File: src/rtl/key_display_sched_pkg.sv
// Shared constants, key-state encoding and index helper for the key display scheduler.
package key_display_sched_pkg;

  localparam int NUM_KEYS = 7;
  localparam int KEY_W    = 3;
  localparam int PAD_W    = 1 << KEY_W;
  localparam int HOLD_MAX = 15;
  localparam int CNT_W    = 4;

  localparam logic [KEY_W-1:0] KEY_NONE = 3'd7;

  typedef enum logic [1:0] {
    KS_IDLE    = 2'd0,
    KS_PRESSED = 2'd1,
    KS_HOLD    = 2'd2
  } key_state_t;

  // Lowest set bit position of a key vector; 0 when the vector is empty.
  function automatic logic [KEY_W-1:0] lowest_index(input logic [NUM_KEYS-1:0] vec);
    logic [KEY_W-1:0] idx;
    idx = 3'd0;
    for (int i = NUM_KEYS - 1; i >= 0; i--) begin
      if (vec[i]) begin
        idx = KEY_W'(i);
      end else begin
        idx = idx;
      end
    end
    return idx;
  endfunction

endpackage

File: src/rtl/key_display_sched_key_hold_fsm.sv
// One key's highlight FSM: tracks press, then stretches the highlight for a
// number of frames after release, counting only on frame boundaries.
module key_hold_fsm
  import key_display_sched_pkg::*;
#(
  parameter int HOLD_FRAMES = 6
) (
  input  logic clk,
  input  logic rst_n,
  input  logic req,
  input  logic vsync_start,
  output logic active
);

  localparam logic [CNT_W-1:0] HOLD_LOAD = CNT_W'(HOLD_FRAMES);
  localparam bit               NO_HOLD   = (HOLD_FRAMES == 0);

  key_state_t       state_r;
  logic [CNT_W-1:0] cnt_r;

  // Key state, hold counter and registered active flag advance together.
  always_ff @(posedge clk or negedge rst_n) begin
    if (!rst_n) begin
      state_r <= KS_IDLE;
      cnt_r   <= 4'd0;
      active  <= 1'b0;
    end else begin
      case (state_r)
        KS_IDLE: begin
          if (req) begin
            state_r <= KS_PRESSED;
            active  <= 1'b1;
          end else begin
            state_r <= KS_IDLE;
            active  <= 1'b0;
          end
        end
        KS_PRESSED: begin
          // A release loads the full hold even on a frame boundary; the
          // first decrement waits for the following vsync_start.
          if (req) begin
            state_r <= KS_PRESSED;
            active  <= 1'b1;
          end else if (NO_HOLD) begin
            state_r <= KS_IDLE;
            cnt_r   <= 4'd0;
            active  <= 1'b0;
          end else begin
            state_r <= KS_HOLD;
            cnt_r   <= HOLD_LOAD;
            active  <= 1'b1;
          end
        end
        KS_HOLD: begin
          if (req) begin
            state_r <= KS_PRESSED;
            active  <= 1'b1;
          end else if (vsync_start) begin
            if (cnt_r == 4'd1) begin
              state_r <= KS_IDLE;
              cnt_r   <= 4'd0;
              active  <= 1'b0;
            end else begin
              cnt_r   <= cnt_r - 4'd1;
            end
          end else begin
            state_r <= KS_HOLD;
          end
        end
        default: begin
          state_r <= KS_IDLE;
          cnt_r   <= 4'd0;
          active  <= 1'b0;
        end
      endcase
    end
  end

endmodule

File: src/rtl/key_display_sched.sv
// Key highlight scheduler: per-key hold FSMs, frame-aligned display mask,
// one-cycle pixel pipeline to the colour stage and last-note tone arbiter.
module key_display_sched
  import key_display_sched_pkg::*;
#(
  parameter int HOLD_FRAMES = 6
) (
  input  logic                clk,
  input  logic                rst_n,
  input  logic [NUM_KEYS-1:0] key_req,
  input  logic                vsync_start,
  input  logic [KEY_W-1:0]    pix_key,
  input  logic                pix_valid,
  output logic [KEY_W-1:0]    key_out,
  output logic                valid_out,
  output logic                down,
  output logic [NUM_KEYS-1:0] disp_mask,
  output logic                tone_en,
  output logic [KEY_W-1:0]    tone_key
);

  logic [NUM_KEYS-1:0] active_s;
  logic [NUM_KEYS-1:0] key_req_d_r;
  logic [NUM_KEYS-1:0] new_press_s;
  logic [PAD_W-1:0]    mask_pad_s;
  logic [PAD_W-1:0]    req_pad_s;
  logic                owner_valid_r;
  logic                owner_held_s;
  logic                down_next_s;

  for (genvar gi = 0; gi < NUM_KEYS; gi++) begin : g_key
    key_hold_fsm #(
      .HOLD_FRAMES (HOLD_FRAMES)
    ) u_fsm (
      .clk         (clk),
      .rst_n       (rst_n),
      .req         (key_req[gi]),
      .vsync_start (vsync_start),
      .active      (active_s[gi])
    );
  end

  // Padded copies let a 3-bit key code index safely; code 7 reads a zero.
  always_comb begin
    mask_pad_s                = {PAD_W{1'b0}};
    mask_pad_s[NUM_KEYS-1:0]  = disp_mask;
    req_pad_s                 = {PAD_W{1'b0}};
    req_pad_s[NUM_KEYS-1:0]   = key_req;
    new_press_s               = key_req & ~key_req_d_r;
    owner_held_s              = owner_valid_r & req_pad_s[tone_key];
    if (pix_valid && (pix_key != KEY_NONE)) begin
      down_next_s = mask_pad_s[pix_key];
    end else begin
      down_next_s = 1'b0;
    end
  end

  // Commit the highlight mask only on frame boundaries so a frame never tears.
  always_ff @(posedge clk or negedge rst_n) begin
    if (!rst_n) begin
      disp_mask <= {NUM_KEYS{1'b0}};
    end else if (vsync_start) begin
      disp_mask <= active_s;
    end else begin
      disp_mask <= disp_mask;
    end
  end

  // Pixel pipeline: one fixed cycle of latency to the colour stage.
  always_ff @(posedge clk or negedge rst_n) begin
    if (!rst_n) begin
      key_out   <= KEY_NONE;
      valid_out <= 1'b0;
      down      <= 1'b0;
    end else begin
      key_out   <= pix_key;
      valid_out <= pix_valid;
      down      <= down_next_s;
    end
  end

  // Tone arbiter: newest press wins; on owner release fall back to the lowest held key.
  always_ff @(posedge clk or negedge rst_n) begin
    if (!rst_n) begin
      key_req_d_r   <= {NUM_KEYS{1'b0}};
      tone_en       <= 1'b0;
      tone_key      <= 3'd0;
      owner_valid_r <= 1'b0;
    end else begin
      key_req_d_r <= key_req;
      if (new_press_s != {NUM_KEYS{1'b0}}) begin
        tone_key      <= lowest_index(new_press_s);
        tone_en       <= 1'b1;
        owner_valid_r <= 1'b1;
      end else if (!owner_held_s) begin
        if (key_req != {NUM_KEYS{1'b0}}) begin
          tone_key      <= lowest_index(key_req);
          tone_en       <= 1'b1;
          owner_valid_r <= 1'b1;
        end else begin
          tone_en       <= 1'b0;
          owner_valid_r <= 1'b0;
        end
      end else begin
        tone_en       <= tone_en;
        owner_valid_r <= owner_valid_r;
      end
    end
  end

endmodule

File: config.mk
export PLATFORM = sky130hd
export DESIGN_NAME = key_display_sched
export DESIGN_NICKNAME = d
export VERILOG_FILES = /design/src/rtl/key_display_sched_pkg.sv /design/src/rtl/key_display_sched_key_hold_fsm.sv /design/src/rtl/key_display_sched.sv
export SDC_FILE = /design/constraint.sdc
export NUM_CORES = 1
export LEC_CHECK = 0
export CAP_MARGIN = 5
export CORE_MARGIN = 4
export CORE_UTILIZATION = 40
export CTS_CLUSTER_SIZE = 20
export DETAILED_ROUTE_END_ITERATION = 10
export GPL_ROUTABILITY_DRIVEN = 0
export HOLD_SLACK_MARGIN = 0.15
export SETUP_SLACK_MARGIN = 0.02
export SLEW_MARGIN = 20
export SYNTH_ARGS = -nofsm -noshare
export SYNTH_HDL_FRONTEND = slang
export SYNTH_SLANG_ARGS = --single-unit
File: constraint.sdc
create_clock -name clk -period 3.05 [get_ports clk]
set_input_delay 0.4575 -clock clk [delete_from_list [all_inputs] [get_ports clk]]
set_output_delay 0.4575 -clock clk [all_outputs]
set_load 0.005 [all_outputs]
; Word-level counts from Yosys, hierarchy flattened
; Cells that the tools add are included.
[word_totals]
out_inout_bits = 16
input_bits = 14
regBits = 72
wordCells = 275
[op_classes]
n_addsub = 7
n_lt_le_gt_ge = 2
eq_ne = 65
muxes = 137
n_reduce_logical = 26
bitwise_logic = 10
[ops]
columns = op, count
row1 = 2-to-1 mux 4 bit, 28
row2 = one-hot mux 4 bit (3 select lines), 7
row3 = 2-to-1 mux 2 bit, 28
row4 = 2-to-1 mux 3 bit, 17
row5 = "inequality test 2 bit, second input constant", 21
row6 = one-hot mux 2 bit (3 select lines), 7
row7 = 2-to-1 mux 1 bit, 41
row8 = "== test 4 x 1 -> 1 bit, second input constant", 7
row9 = "inequality test 4 x 3 -> 1 bit, second input constant", 7
row10 = AND reduction 4 bit, 7
row11 = "subtractor 4 x 1 -> 4 bit, second input constant", 7
row12 = "inequality test 3 bit, second input constant", 8
row13 = "inequality test 3 x 2 -> 1 bit, second input constant", 7
row14 = one-hot mux 1 bit (3 select lines), 7
row15 = AND reduction 2 bit, 8
row16 = "== test 2 x 1 -> 1 bit, second input constant", 7
row17 = "== test 2 bit, second input constant", 7
row18 = zero test 2 bit, 7
row19 = nonzero test 7 bit, 2
row20 = "< comparator 3 x 4 -> 1 bit, second input constant", 2
row21 = AND 7 bit, 1
row22 = inverter 1 bit, 7
row23 = inverter 7 bit, 1
row24 = binary-select mux 1 bit (select 3 bit), 2
row25 = 4 further kinds, 4

; Longest topological paths before layout
; Gate-level depths: netlist of the first run.
[logic_depth]
word_depth = 10
mapped_depth = 7
depth_no_buf = 7

; By module
; Synthesis of the first run repeated with hierarchy kept, for this count alone.
[hier_totals]
cells_unflattened = 462
area_unflattened_um2 = 4624.4
[by_module_without_submodules]
columns = module, cells_per_inst, area_per_inst_um2, instances, seq_area_each_um2
row1 = key_hold_fsm (g_key[0].u_fsm ...), 56, 534.3, 3, 175.2
row2 = key_hold_fsm (g_key[4].u_fsm ...), 54, 500.5, 3, 175.2
row3 = key_display_sched, 78, 1039.7, 1, 579.3
row4 = key_hold_fsm (g_key[3].u_fsm), 54, 480.5, 1, 175.2

; Least setup slack after synthesis of the first run
; No wires, ideal clock.
[synth_timing]
kind = input-to-reg
from = input port key_req[6]
to = register tone_key[0]
setup_time_ps = 125
slack_ps = 1266
required_time_ps = 2925
path_stages = 6
n_path_buf = 1
arrival_ps = 1659
cell_sequence = buf_2 > nand2b_2 > nand3_4 > or2_4 > o31ai_4 > mux2_4
[synth_via]
elab_chain_len = 5
word_cells_on_any_way = 10
cone_classes = eq/ne: 1 / mux: 3 / bitwise: 2 / reduce/logical: 4
[synth_lines]
columns = element, line_no
row1 = start: declaration, key_display_sched.sv:10  ; input logic [NUM_KEYS-1:0] key_req,
row2 = binary-select mux 1 bit (select 3 bit), key_display_sched.sv:50  ; owner_held_s = owner_valid_r & req_pad_s[tone_key];
row3 = 2-to-1 mux 1 bit (implied by the code), key_display_sched.sv:50
row4 = AND 1 bit, key_display_sched.sv:50
row5 = inequality test 2 x 1 -> 1 bit (no line), n/a
row6 = AND reduction 2 bit (no line), n/a
row7 = end signal: assignment, key_display_sched.sv:92  ; tone_key <= lowest_index(new_press_s);
row8 = end signal: assignment, key_display_sched.sv:97  ; tone_key <= lowest_index(key_req);
row9 = end: declaration, key_display_sched.sv:19  ; output logic [KEY_W-1:0] tone_key
; Parallel ways exist; a longest one is shown, timed or not. The select of a mux whose other input is x is not followed.
; A chain may end at the register's enable or synchronous reset.

; Final worst setup path of the first run
[layout_timing]
from = input port key_req[3]
to = register tone_key[0]
[layout_via]
elab_chain_len = 7
word_cells_on_any_way = 20
cone_classes = eq/ne: 1 / mux: 13 / bitwise: 2 / reduce/logical: 4
[layout_lines]
columns = element, line_no
row1 = 2-to-1 mux 3 bit (4 in a row), key_display_sched_pkg.sv:23  ; if (vec[i]) begin
row2 = 2-to-1 mux 3 bit, key_display_sched.sv:96  ; if (key_req != {NUM_KEYS{1'b0}}) begin
row3 = 2-to-1 mux 3 bit, key_display_sched.sv:95  ; end else if (!owner_held_s) begin
row4 = 2-to-1 mux 3 bit, key_display_sched.sv:91  ; if (new_press_s != {NUM_KEYS{1'b0}}) begin
; Parallel ways exist; a longest one is shown, timed or not. The select of a mux whose other input is x is not followed.

==> summary.txt, run 1 <==
Place
  • Number of cells in the design after placement: 624
  • Pre-CTS setup slack: 0.610 ns
  • Port buffer count: 29
  • Area of placed instances: 4900 um2
  • Post-DP HPWL: 6310 um

Final layout
  • Synth-to-Final Area Change: 15.2%
  • Net count of the finished layout: 551
  • Most common cell after layout, fill and taps aside: sky130_fd_sc_hd__dfrtp_1
  • Non-Filler Instances: 640
  • Leading cell types in the layout, fill and taps excluded: 69 x sky130_fd_sc_hd__dfrtp_1, 54 x sky130_fd_sc_hd__inv_1, 43 x sky130_fd_sc_hd__o21ai_0, 42 x sky130_fd_sc_hd__ha_1, 34 x sky130_fd_sc_hd__nor2_1
  • Total inserted antenna cells: 0
  • Post-route cell area: 5120 um2
  • Ratio of cells with drive above 1 in the final layout: 11.0%

Logic synthesis
  • Post-synth EDFFs: 0
  • Mapped Cells: 459
  • Top post-synthesis cells by area: sky130_fd_sc_hd__dfrtp_1 39%, sky130_fd_sc_hd__ha_1 12%, sky130_fd_sc_hd__o21ai_0 4.8%
  • Post-Syn Nets: 515
  • Yosys cell types: 66
  • Average instance area after synthesis: 9.69 um2
  • Synth top area share: 38.8%
  • Async set-or-reset flop fraction in the synthesized netlist: 100%
  • Warning count from the yosys run: 0
  • Largest area contributor in the netlist: sky130_fd_sc_hd__dfrtp_1
  • Main flop type after synthesis: sky130_fd_sc_hd__dfrtp_1
  • Synthesized flop and latch total: 72
  • Area of the mapped netlist: 4450 um2
  • Fraction of the yosys area taken by sequential cells: 40.6%

Worst setup path
  • Startpoint kind of the worst setup timing path: input pin
  • Endpoint kind of the worst setup timing path: flip-flop
  • WS Path Type: input pin to flip-flop
  • Register-to-register path setup slack: 1.08 ns
  • Arr. time, crit path: 2.33 ns
  • Maximum fanout along the worst path: 11
  • Data required time at the worst endpoint: 3.28 ns

Power
  • Power density over cell area: 852 nW/um2
  • Largest voltage drop on the vdd net: 0.330 mV
  • Leak: 2.21 nW

Floorplan
  • Starting density of the core: 41.0%
  • Core Box Area: 10,800 um2
  • Die boundary height: 113 um
  • Area of the die: 12,900 um2
  • Die boundary width: 113 um
  • Row count: 38
  • Number of I/O pins: 30

CTS
  • Clock Sink Count: 72
  • CTS Hold Bufs: 0
  • Number of H-tree levels: 3
  • TritonCTS clock tree: done
  • Worst-skew pair later-pin latency: 0.35 ns
  • Root buf cell: sky130_fd_sc_hd__clkbuf_8
  • Number of gates resized after CTS: 0
  • # Post-CTS Setup Buffers: 0
  • Total CTS buffers: 9
  • CTS Buffer Depth: 2
  • Clock transition time at the flip-flop clock pins of the worst setup and hold paths: 0.08 ns

Drt
  • DRC violation count after routing: 0
  • Vias/cell: 5.33
  • Per-cell routed wire length: 13.8 um
  • DR vias: 3,409
  • Antenna Nets Post-Route: 0
  • Number of DRC violations after detailed-routing iteration 0: 221
  • TritonRoute pass-1 iters: 6
  • Final wirelength: 8830 um

STA
  • Share of the clock period used by the worst path: 68.7%
  • Slew Limit Fails: 0
  • Worst hold margin: 0.217 ns
  • Worst Skew: 0.0131 ns
  • Min Tclk post-route: 2.10 ns
  • Summed negative setup slack over all endpoints: 0 ns
  • Final hold violation count: 0
  • Unrepaired setup endpoints after global routing: no
  • Max-Slew Margin vs Limit: 39.2%
  • Highest clock frequency the design can meet: 477 MHz
  • Worst Slack Setup Final: 0.955 ns
  • Transition at the pin with the smallest max-transition slack: 0.913 ns
  • Total of endpoints with negative setup slack in the final report: 0

GRT
  • Combined global-route utilization of all metal layers: 14.8%
  • Wire length of the first global-routing pass: 15,600 um
  • Pin count of the biggest net entering global routing: 73
  • Overflow left after global routing: 0
  • Vias in the first global route: 3,303
  • Antenna violations before repair: 0

Hold path
  • Hold Crit Class: input pin to async pin

Flow run
  • Max-cap violations: 0

Status
  • Status: finished clean
==> worst paths after layout <==
| check | from | end | cells past startpoint |
|---|---|---|---|
| setup / recovery | key_req[3] | tone_key[0]$_DFFE_PN0P_ | 6 |
| hold / removal | rst_n | g_key[5].u_fsm.cnt_r[3]$_DFFE_PN0P_ | 1 |
| setup reg to reg | g_key[5].u_fsm.state_r[0]$_DFFE_PN0P_ | g_key[5].u_fsm.cnt_r[0]$_DFFE_PN0P_ | 7 |
| hold reg to reg | g_key[1].u_fsm.cnt_r[3]$_DFFE_PN0P_ | g_key[1].u_fsm.cnt_r[3]$_DFFE_PN0P_ | 1 |
| max in group asynchronous | rst_n | key_req_d_r[4]$_DFF_PN0_ | 1 |
| min in group clk | g_key[1].u_fsm.cnt_r[3]$_DFFE_PN0P_ | g_key[1].u_fsm.cnt_r[3]$_DFFE_PN0P_ | 1 |
==> synthesized netlist by cell type, types with 8 or more instances <==
library cell              instances
sky130_fd_sc_hd__a21oi_1         11
sky130_fd_sc_hd__a31oi_1          8
sky130_fd_sc_hd__dfrtp_1         69
sky130_fd_sc_hd__ha_1            42
sky130_fd_sc_hd__inv_1           54
sky130_fd_sc_hd__mux2_2           8
sky130_fd_sc_hd__nand2_1         23
sky130_fd_sc_hd__nand3_1         14
sky130_fd_sc_hd__nor2_1          34
sky130_fd_sc_hd__nor2b_1         14
sky130_fd_sc_hd__nor3_1          14
sky130_fd_sc_hd__o21ai_0         43
==> critical path, cell delays in order <==
cell                              delay, ns
sky130_fd_sc_hd__clkdlybuf4s50_1       0.60
sky130_fd_sc_hd__nand2b_2              0.21
sky130_fd_sc_hd__o2111ai_4             0.13
sky130_fd_sc_hd__or2_4                 0.27
sky130_fd_sc_hd__o31ai_4               0.31
sky130_fd_sc_hd__mux2_4                0.33
==> sequential cells by signal, indices dropped and copies added (netlist names) <==
signal               cells
key_out                  3
tone_key                 3
key_req_d_r              7
g_key.u_fsm.active       7
owner_valid_r            1
valid_out                1
disp_mask                7
down                     1
g_key.u_fsm.cnt_r       28
g_key.u_fsm.state_r     14
==> cell families (layout without fill, tap and decap cells) <==
kind of cell	Yosys count	count (layout)	synth area share, %
AO/OA/AOI/OAI	132	132	21.1
adder cells (fa/ha/maj)	42	42	11.8
buffers and inverters	64	105	5.99
flip-flops	72	72	40.6
multiplexers	16	16	4.44
AND/OR/NAND/NOR	133	133	16.1
==> report_power, final <==
part	internal (mW)	switching [mW]	leakage, nW
clock network	0.462	0.381	0.110
registers	1.26	0.319	0.900
logic	0.898	1.05	1.20
total	2.62	1.75	2.21
==> cell type report <==
cell class              instances  area (um2)
well taps                     140         175
flip-flops and latches         72        1810
inverters                      55         209
clock inverters                 7        95.1
multi-input cells             323        2380
fillers                      1033        5720
clock buffers                   9         124
repair buffers                 34         338
==> through the flow <==
step / power [mW] / util [%]
global placement: 3.49 / 45.2
floorplan: 2.98 / -
global route: 4.79 / 47.3
detailed placement: 3.54 / 45.2
CTS: 4.41 / 47.3
finish: 4.37 / 47.3
==> per-layer routing <==
| layer | part of all wire, % | vias to the layer above | routed length, um | global-route usage, % |
|---|---|---|---|---|
| met3 | 3.5 | 12 | 310 | 3.13 |
| met2 | 46 | 44 | 4030 | 23.0 |
| met5 | 0 | - | 0 | 0 |
| met1 | 49 | 1642 | 4340 | 20.4 |
| li1 | - | 1711 | - | - |
| met4 | 1.6 | 0 | 139 | 5.53 |
No activity file was read; power rests on OpenSTA's default activity.
==> run 2, diff against run 1 <==
Clock period 3.05 ns to 1.9 ns, I/O delays scaled along.
==> run 2 against run 1 <==
First-iteration DRC count shrank 18%. Flip-flop and latch count is the same. Critical path depth is the same. Non-clock buffer count grew 37. Final cell count grew 5.8%. Clock-buffer cell count grew 2. Sequential power grew 58%. Core utilization grew 3.3 points. Critical endpoint unchanged. Largest power group unchanged.
==> summary.txt, run 2 (same netlist as run 1, synthesis figures left out) <==
Worst setup path
  • Critical path buffer and inverter count: 1 (unchanged)
  • Cell at the slowest stage of the critical path: sky130_fd_sc_hd__clkdlybuf4s50_1
  • Maximum fanout along the worst path: 5 (-6)
  • Startpoint kind of the worst setup timing path: input pin
  • Largest stage delay, worst path: 0.53 ns (-0.07 ns)
  • Crit-path cells: clkdlybuf4s50_1 -> nor2_1 -> nand2_1 -> or4_4 -> o31ai_4 -> mux2_4
  • Data required time at the worst endpoint: 2.13 ns (-1.15 ns)
  • WS Path Type: input pin to flip-flop
  • CP delay by family, top: simple AND/OR/NAND/NOR gates
  • Arr. time, crit path: 2.00 ns (-0.33 ns)
  • Endpoint kind of the worst setup timing path: flip-flop
  • Depth of the worst register-to-register path: 8 (+1)
  • Number of gates on the worst path with buffers counted: 6 (unchanged)

Drt
  • Vias/cell: 5.26 (-1.3%)
  • Number of DRC violations after detailed-routing iteration 0: 181 (-18%)
  • Antenna Nets Post-Route: 0 (unchanged)
  • DR vias: 3,559 (+4.4%)
  • TritonRoute pass-1 iters: 4 (-2)
  • DRC violation count after routing: 0 (unchanged)
  • Per-cell routed wire length: 13.9 um (+0.63%)
  • Final wirelength: 9390 um (+6.4%)

STA
  • Unrepaired setup endpoints after global routing: no
  • Worst Skew: 0.0112 ns (-0.00184 ns)
  • Share of the clock period used by the worst path: 93.2%
  • Worst hold margin: 0.391 ns (+0.174 ns)
  • Max-Slew Margin vs Limit: 68.8% (+30 points)
  • Slew Limit Fails: 0 (unchanged)
  • Highest clock frequency the design can meet: 564 MHz
  • Final hold violation count: 0 (unchanged)
  • Summed negative setup slack over all endpoints: 0 ns (unchanged)
  • Total of endpoints with negative setup slack in the final report: 0 (unchanged)
  • Transition at the pin with the smallest max-transition slack: 0.462 ns (-0.450 ns)
  • Min Tclk post-route: 1.77 ns

Final layout
  • Top Registers: g_key.u_fsm.cnt_r x28, g_key.u_fsm.state_r x14
  • Fillcell total: 1,004 (-2.8%)
  • Non-Filler Instances: 677 (+5.8%)
  • Most common cell after layout, fill and taps aside: sky130_fd_sc_hd__dfrtp_1
  • Synth-to-Final Area Change: 23.1%
  • Total inserted antenna cells: 0 (unchanged)
  • Leading cell types in the layout, fill and taps excluded: 69 x sky130_fd_sc_hd__dfrtp_1, 54 x sky130_fd_sc_hd__inv_1, 43 x sky130_fd_sc_hd__o21ai_0, 41 x sky130_fd_sc_hd__ha_1, 40 x sky130_fd_sc_hd__buf_4
  • Max FFs per register: 28 (unchanged)
  • Ratio of cells with drive above 1 in the final layout: 17.5% (+6.5 points)
  • Net count of the finished layout: 588 (+6.7%)
  • Register name with the most flops: g_key.u_fsm.cnt_r

CTS
  • Worst-skew pair later-pin latency: 0.35 ns (about the same)
  • TritonCTS clock tree: done
  • Root buf cell: sky130_fd_sc_hd__clkbuf_8
  • Total CTS buffers: 9 (unchanged)
  • Number of H-tree levels: 3 (unchanged)
  • Clock transition time at the flip-flop clock pins of the worst setup and hold paths: 0.08 ns (about the same)
  • Clock Sink Count: 72 (unchanged)
  • CTS Buffer Depth: 2 (unchanged)

Power
  • Largest voltage drop on the vdd net: 0.604 mV (+83%)
  • Power density over cell area: 1400 nW/um2 (+64%)
  • Leak: 2.41 nW (+9.2%)

GRT
  • Vias in the first global route: 3,497 (+5.9%)
  • Wire length of the first global-routing pass: 16,100 um (+2.7%)
  • Antenna violations before repair: 0 (unchanged)
  • Overflow left after global routing: 0 (unchanged)
  • Pin count of the biggest net entering global routing: 73 (unchanged)
  • Combined global-route utilization of all metal layers: 15.4% (+0.55 points)

Floorplan
  • Die boundary height: 113 um (unchanged)
  • Number of I/O pins: 30 (unchanged)
  • Starting density of the core: 41.0% (unchanged)
  • Row count: 38 (unchanged)
  • Die boundary width: 113 um (unchanged)
  • Area of the die: 12,900 um2 (unchanged)
  • Core Box Area: 10,800 um2 (unchanged)

Place
  • Post-DP HPWL: 6890 um (+9.3%)
  • Number of cells in the design after placement: 660 (+5.8%)
  • Port buffer count: 29 (unchanged)

Hold path
  • WHS Path Cells: 1
  • Hold Crit Class: input pin to flip-flop

Status
  • Status: finished clean

Flow run
  • Max-cap violations: 0 (unchanged)
-- run 2: area by class of cell --
cell class,count,area (um2),area share [%]
multi-input combinational,323,2390,43.6
sequential,72,1810,33.0
timing repair buffer,71,631,11.5
inverter,55,209,3.81
tap,140,175,3.20
clock buffer,11,141,2.58
clock inverter,5,128,2.33
-- run 2: power breakdown --
part / switching [mW] / leakage [nW] / internal [mW] / total, mW
registers: 0.478 / 0.900 / 2.02 / 2.50
clock network: 0.593 / 0.130 / 1.04 / 1.63
logic: 1.80 / 1.38 / 1.71 / 3.52
-- run 2: path summary, 6_finish.rpt --
| path | start | endpoint | slack [ns] |
|---|---|---|---|
| hold reg to reg | g_key[1].u_fsm.cnt_r[3]$_DFFE_PN0P_ | g_key[1].u_fsm.cnt_r[3]$_DFFE_PN0P_ | 0.49 |
| setup / recovery | key_req[1] | tone_key[0]$_DFFE_PN0P_ | 0.13 |
| setup reg to reg | g_key[5].u_fsm.state_r[0]$_DFFE_PN0P_ | g_key[5].u_fsm.cnt_r[3]$_DFFE_PN0P_ | 0.13 |
| max in group asynchronous | rst_n | key_out[0]$_DFF_PN1_ | 1.07 |
| min in group asynchronous | rst_n | g_key[1].u_fsm.cnt_r[2]$_DFFE_PN0P_ | 0.47 |
| hold / removal | pix_key[2] | key_out[2]$_DFF_PN1_ | 0.39 |
-- run 2: per-stage QoR --
| stage | total power [mW] | setup WS, ns | area [um2] | utilization, % |
|---|---|---|---|---|
| after global placement | 5.91 | -0.205 | 5190 | 47.9 |
| final | 7.65 | 0.128 | 5480 | 50.5 |
| after detailed placement | 6.00 | -0.247 | 5190 | 47.9 |
| after floorplan | 4.78 | 0.178 | 4450 | - |
| after global routing | 8.31 | 0.0319 | 5480 | 50.5 |
| after CTS | 7.68 | 0.135 | 5470 | 50.4 |
-- run 2: per-layer routing --
layer	global-route usage, %	routed length, um
met1	20.5	4550
met2	24.0	4300
met3	3.13	342
met4	7.05	210
met5	0	0
-- run 2: timing repair --
item / in CTS / in global routing
buffers inserted: 0 / 0
hold endpoints to repair: 69 / 0
setup endpoints to repair: 0 / 5
gates resized for setup: 0 / 5
hold buffers: 1 / 0
